$ cat config.mk
export PLATFORM = sky130hd
export DESIGN_NAME = bw_r_rf_prm_wld
export DESIGN_NICKNAME = d
export VERILOG_FILES = /design/src/rtl/bw_r_rf_pkg.sv /design/src/rtl/bw_r_rf_wl_dec.sv /design/src/rtl/bw_r_rf_prm_wld.sv
export SDC_FILE = /design/constraint.sdc
export NUM_CORES = 2
export LEC_CHECK = 0
export CAP_MARGIN = 20
export CORE_MARGIN = 1.5
export CORE_UTILIZATION = 35
export CTS_CLUSTER_SIZE = 30
export DETAILED_ROUTE_END_ITERATION = 10
export SLEW_MARGIN = 30
export SYNTH_ARGS = -nofsm -noshare
export SYNTH_HDL_FRONTEND = slang
export SYNTH_HIERARCHICAL = 1
export SYNTH_SLANG_ARGS = --single-unit
export TNS_END_PERCENT = 30
$ cat constraint.sdc
create_clock -name rclk -period 8.3 [get_ports rclk]
set_clock_uncertainty 0.05 [all_clocks]
set_input_delay 1.245 -clock rclk [delete_from_list [all_inputs] [get_ports rclk]]
set_output_delay 1.245 -clock rclk [all_outputs]
set_load 0.02 [all_outputs]
$ cat src/rtl/bw_r_rf_pkg.sv
// Shared definitions for the decoded-wordline register file.
// - ERR_RD / ERR_WR : bit positions inside err_sticky.
// - MAX_WL          : widest wordline the helper function accepts.
// - onehot_idx      : binary index of a one-hot vector. It ORs together the
//                     positions of every set bit, so the result is only
//                     meaningful when exactly one bit is set. Callers qualify
//                     it with zero/multi-hot detection.
package bw_r_rf_pkg;

  localparam int ERR_RD = 0;
  localparam int ERR_WR = 1;
  localparam int MAX_WL = 64;

  function automatic logic [5:0] onehot_idx(input logic [MAX_WL-1:0] vec);
    logic [5:0] idx;
    idx = '0;
    for (int i = 0; i < MAX_WL; i++) begin
      if (vec[i]) idx = idx | 6'(i);
    end
    return idx;
  endfunction

endpackage

$ cat src/rtl/bw_r_rf_wl_dec.sv
// Wordline decoder: converts a decoded (one-hot) wordline into a binary
// index and flags the illegal cases.
// Ports:
//   wl       in  [N-1:0]        wordline vector
//   idx      out [$clog2(N)-1:0] index of the set bit (valid only when one-hot)
//   is_zero  out                 no wordline asserted
//   is_multi out                 more than one wordline asserted
module bw_r_rf_wl_dec
  import bw_r_rf_pkg::*;
#(
  parameter int N = 16,
  localparam int IW = $clog2(N)
) (
  input  logic [N-1:0]  wl,
  output logic [IW-1:0] idx,
  output logic          is_zero,
  output logic          is_multi
);

  logic [MAX_WL-1:0] wl_ext;

  always_comb begin
    wl_ext        = '0;
    wl_ext[N-1:0] = wl;
  end

  assign idx     = IW'(onehot_idx(wl_ext));
  assign is_zero = ~|wl;
  // Clearing the lowest set bit leaves something only when two or more bits were set.
  assign is_multi = |(wl & (wl - N'(1)));

endmodule

$ cat src/rtl/bw_r_rf_prm_wld.sv
// Parametrised 1R/1W register file with decoded wordlines.
// All requests pass through an input flop stage (_d1); writes commit and
// dout updates one edge after capture.
// Ports:
//   rclk, reset       clock, synchronous active-high reset
//   din, wr_be        write data and byte enables (wr_be ignored when BYTE_EN=0)
//   wr_wl, wr_en      one-hot write wordline and write request
//   rd_wl, read_en    one-hot read wordline and read request
//   rst_tri_en        test gate: blocks writes, forces read data to all ones
//   sehold            freezes the input stage (except rst_tri_en)
//   err_clr           clears err_sticky
//   dout              registered read data
//   vld               per-entry valid bits
//   rd_err, wr_err    one-cycle pulses for illegal read/write wordlines
//   err_sticky        {wr, rd} sticky error flags
module bw_r_rf_prm_wld
  import bw_r_rf_pkg::*;
#(
  parameter int DEPTH   = 16,
  parameter int WIDTH   = 128,
  parameter int BYTE_EN = 1,
  parameter int BYPASS  = 0
) (
  input  logic               rclk,
  input  logic               reset,
  input  logic [WIDTH-1:0]   din,
  input  logic [WIDTH/8-1:0] wr_be,
  input  logic [DEPTH-1:0]   wr_wl,
  input  logic               wr_en,
  input  logic [DEPTH-1:0]   rd_wl,
  input  logic               read_en,
  input  logic               rst_tri_en,
  input  logic               sehold,
  input  logic               err_clr,
  output logic [WIDTH-1:0]   dout,
  output logic [DEPTH-1:0]   vld,
  output logic               rd_err,
  output logic               wr_err,
  output logic [1:0]         err_sticky
);

  localparam int NB = WIDTH / 8;
  localparam int IW = $clog2(DEPTH);

  logic [WIDTH-1:0] din_d1;
  logic [NB-1:0]    wr_be_d1;
  logic [DEPTH-1:0] wr_wl_d1;
  logic [DEPTH-1:0] rd_wl_d1;
  logic             wr_en_d1;
  logic             read_en_d1;
  logic             rst_tri_en_d1;

  logic [WIDTH-1:0] mem [DEPTH];

  logic [IW-1:0]    rd_idx, wr_idx;
  logic             rd_zero, rd_multi, wr_zero, wr_multi;
  logic             wr_go, rd_bad, wr_bad, same_idx;
  logic [WIDTH-1:0] byp_data;

  // Input stage. Control flops are reset; data flops only follow sehold.
  always_ff @(posedge rclk) begin
    if (reset) begin
      wr_en_d1   <= 1'b0;
      read_en_d1 <= 1'b0;
    end else if (!sehold) begin
      wr_en_d1   <= wr_en;
      read_en_d1 <= read_en;
    end
  end

  // The test gate must react even while the scan hold is active.
  always_ff @(posedge rclk) begin
    if (reset) rst_tri_en_d1 <= 1'b0;
    else       rst_tri_en_d1 <= rst_tri_en;
  end

  always_ff @(posedge rclk) begin
    if (!sehold) begin
      din_d1   <= din;
      wr_be_d1 <= wr_be;
      wr_wl_d1 <= wr_wl;
      rd_wl_d1 <= rd_wl;
    end
  end

  bw_r_rf_wl_dec #(.N(DEPTH)) u_rd_dec (
    .wl       (rd_wl_d1),
    .idx      (rd_idx),
    .is_zero  (rd_zero),
    .is_multi (rd_multi)
  );

  bw_r_rf_wl_dec #(.N(DEPTH)) u_wr_dec (
    .wl       (wr_wl_d1),
    .idx      (wr_idx),
    .is_zero  (wr_zero),
    .is_multi (wr_multi)
  );

  assign wr_go    = wr_en_d1 & ~rst_tri_en_d1 & ~wr_zero & ~wr_multi;
  assign wr_bad   = wr_en_d1 & ~rst_tri_en_d1 & wr_multi;
  assign rd_bad   = read_en_d1 & ~rst_tri_en_d1 & (rd_zero | rd_multi);
  assign same_idx = wr_go & (wr_idx == rd_idx);

  // Array: contents survive reset; vld hides anything not written since.
  always_ff @(posedge rclk) begin
    if (wr_go) begin
      if (BYTE_EN == 0) begin
        mem[wr_idx] <= din_d1;
      end else begin
        for (int b = 0; b < NB; b++) begin
          if (wr_be_d1[b]) mem[wr_idx][b*8 +: 8] <= din_d1[b*8 +: 8];
        end
      end
    end
  end

  // Value the entry will hold after this edge's write; used for bypass reads.
  always_comb begin
    byp_data = mem[rd_idx];
    if (BYTE_EN == 0) begin
      byp_data = din_d1;
    end else begin
      for (int b = 0; b < NB; b++) begin
        if (wr_be_d1[b]) byp_data[b*8 +: 8] = din_d1[b*8 +: 8];
      end
    end
  end

  always_ff @(posedge rclk) begin
    if (reset) begin
      vld <= '0;
    end else if (wr_go) begin
      vld[wr_idx] <= 1'b1;
    end
  end

  always_ff @(posedge rclk) begin
    if (reset) begin
      dout   <= '0;
      rd_err <= 1'b0;
      wr_err <= 1'b0;
    end else begin
      rd_err <= rd_bad;
      wr_err <= wr_bad;
      if (read_en_d1) begin
        if (rst_tri_en_d1)                dout <= '1;
        else if (rd_zero || rd_multi)     dout <= '0;
        else if (BYPASS != 0 && same_idx) dout <= byp_data;
        else if (!vld[rd_idx])            dout <= '0;
        else                              dout <= mem[rd_idx];
      end
    end
  end

  // A new error wins over a clear arriving in the same cycle.
  always_ff @(posedge rclk) begin
    if (reset) begin
      err_sticky <= 2'b00;
    end else begin
      err_sticky[ERR_RD] <= rd_bad | (err_sticky[ERR_RD] & ~err_clr);
      err_sticky[ERR_WR] <= wr_bad | (err_sticky[ERR_WR] & ~err_clr);
    end
  end

endmodule

==> results.toml <==
[worst_setup_path]
cp-start-kind = "flip-flop"
critPathArrivalTime_ns = 5.49
cp-end-kind = "flip-flop"
startpoint = "wr_wl_d1[7]"
crit_fanout = 17
worstSetupPathType = "flip-flop to flip-flop"
cp.required_ns = 8.78
r2r-start = "wr_wl_d1[7]"

[clocking]
cts_setup_buffers = 0
cts_tree = "yes"
cts_root_buf = "clkbuf_16"
cts_resized = 0
worstSkewPairLatency_ns = 0.88
htree_num_levels = 4
hold_buffers = 0
path_clk_slew_ns = 0.06
cts.sinks = 2375
cts_max_path_buffers = 3
cts_buffers = 235

[power]
swShare_pct = 20.80
total_power_mw = 24.87
power_frac_clock_pct = 43.3
cell_internal_pwr_mw = 19.70
power_frac_seq_pct = 54.9
netSwitchingPower_mw = 5.172
p_per_area_nw_per_um2 = 236.7
p_leak_nw = 33.21
max-vdd-ir-drop_mv = 0.2261
comb_power_share_pct = 1.8

[drt]
routed_via_density = 5.231
vias = 43370
first_pass_iters = 7
ant_nets = 0
drc = 0
wl_per_cell_um = 27.94
routed_wirelength_mm = 231.6
first_iter_violations = 4188

[synthesis]
ys.flop_type = "edfxtp_1"
syn_nets = 4531
synth_edf_count = 2224
yosysWarnings = 6
synth_cell_types = 40
async_flop_share_pct = 0
ys_ff_latch = 2375
ys_seq_area_share_pct = 77.70
synth_area_um2 = 89840
syn_inst = 4348
synth_area_per_cell_um2 = 20.66

[sta]
layout_setup_ws_ns = 3.288
finalSetupTns_ns = 0
maxSlewViolCount = 0
finalHoldViolations = 0
worstMarginPinSlew_ns = 1.095
fin_crit_sh_pct = 60.39
grt_setup_unrepaired = "false"
relSlewSlack_pct = 27.03
fmax_mhz = 199.5
finalCriticalPeriod_ns = 5.012
finalSetupViolations = 0

[finish]
nFillCells = 22170
fin_area_um2 = 105100
drive_gt1_share_pct = 20.06
fin_nets = 4888
layout_commonest_cell = "edfxtp_1"
seqCellArea_um2 = 69810
layout_common_cells = "edfxtp_1, mux4_2, clkdlybuf4s50_1"
multiInputGateArea_um2 = 18790
syn_to_final_growth_pct = 16.97

[global_route]
grt_pass1_wl_mm = 331.2
track_usage_pct = 17.72
gr-total-overflow = 0
grt_max_degree = 154
grt_pass1_vias = 45180
antenna_found_initial = 22

[placement]
place_congestion = 0.8214
port-buffer-count = 330
placed_area_um2 = 97110
place_ws_ns = 3.240
dp_hpwl_mm = 150.3

[die]
dieArea_um2 = 259700
ioPinCount = 331
die_w_um = 509.6
core_um2 = 254600
die_h_um = 509.6
rows = 185
start_util_pct = 35.28

[min_path]
hp-start = "err_sticky[0]"
hold_path.class = "flip-flop to flip-flop"

[outcome]
status = "complete, no violations"

[run]
maxCapViolCount = 0
-- per-stage QoR --
step                      util, %  hold slack [ns]  cells
after CTS                   41.23           0.4129   8274
final                       41.27           0.4112   8291
after floorplan                 -           0.4092   4348
after detailed placement    38.14           0.3980   7832
after global placement      37.92           0.3886   7811
after global routing        41.26           0.4238   8280
-- worst paths after layout --
check,cells past startpoint,slack [ns],to
worst max register to register,10,3.29,mem[4][74]
worst max-delay path,10,3.29,mem[4][74]
worst min-delay path,1,0.41,err_sticky[0]
worst min register to register,1,0.41,err_sticky[0]
-- flip-flops by register name, indices dropped and copies added (netlist names), 2 cells and up --
signal and cells:
wr_wl_d1 16, vld 16, mem 2048, dout 128, rd_wl_d1 16, wr_be_d1 16
err_sticky 2, din_d1 128
-- metal layers --
metal / part of all wire [%] / GRT usage [%] / up-vias
li1: - / - / 18670
met1: 39 / 22.36 / 23010
met2: 52 / 31.29 / 1363
met3: 5.0 / 2.385 / 332
met4: 3.1 / 6.014 / 0
met5: 0 / 0 / -
-- power groups by stage --
| stage | Sequential (mW) | Combinational (mW) | Clock, mW |
|---|---|---|---|
| finish | 13.6 | 0.459 | 10.8 |
| global route | 13.7 | 0.488 | 11.4 |
| CTS | 13.6 | 0.471 | 11.0 |
| detailed placement | 13.9 | 0.470 | 0 |
| global placement | 13.9 | 0.469 | 0 |
| floorplan | 13.8 | 0.157 | 0 |
-- cell type report --
cell class | count | share of cell area [%]
sequential | 2375 | 66.43
multi-input combinational | 1695 | 17.88
clock buffer | 315 | 6.096
timing repair buffer | 397 | 4.136
tap | 3366 | 4.008
clock inverter | 127 | 1.399
antenna | 15 | 0.03572
inverter | 1 | 0.01072
-- critical path, stage by stage (launching register included) --
cell	delay, ns
edfxtp_1	0.45
nor3_1	0.37
nand3_2	0.22
o41ai_1	0.36
nand4_1	0.12
or4_1	0.68
nor4b_1	0.49
nand2_1	0.33
nor3_2	0.54
buf_4	0.54
and2_1	0.46
-- Yosys cell counts (all sizes together), types with 8 or more instances --
library cell	count	area, um2
edfxtp	2224	66780
mux4	513	11550
a22oi	258	1937
and2	257	1608
nor2	191	716.9
clkbuf	161	608.1
dfxtp	151	3023
nand2	142	533.0
a211oi	136	1081
o21ai	134	670.6
buf	116	810.8
nor3	12	70.07
mux2i	8	80.08
-- logic make-up (layout without fill, tap and decap cells) --
family	Yosys count	after routing	share of synthesized area (%)
mux	521	521	12.95
simple gates	633	633	3.510
buf+inv	278	840	1.584
fa+ha+maj	2	2	0.02228
other cells	0	15	0
flops	2375	2375	77.70
compound gates	539	539	4.231
Note: power is estimated with default switching activity, not from simulation.
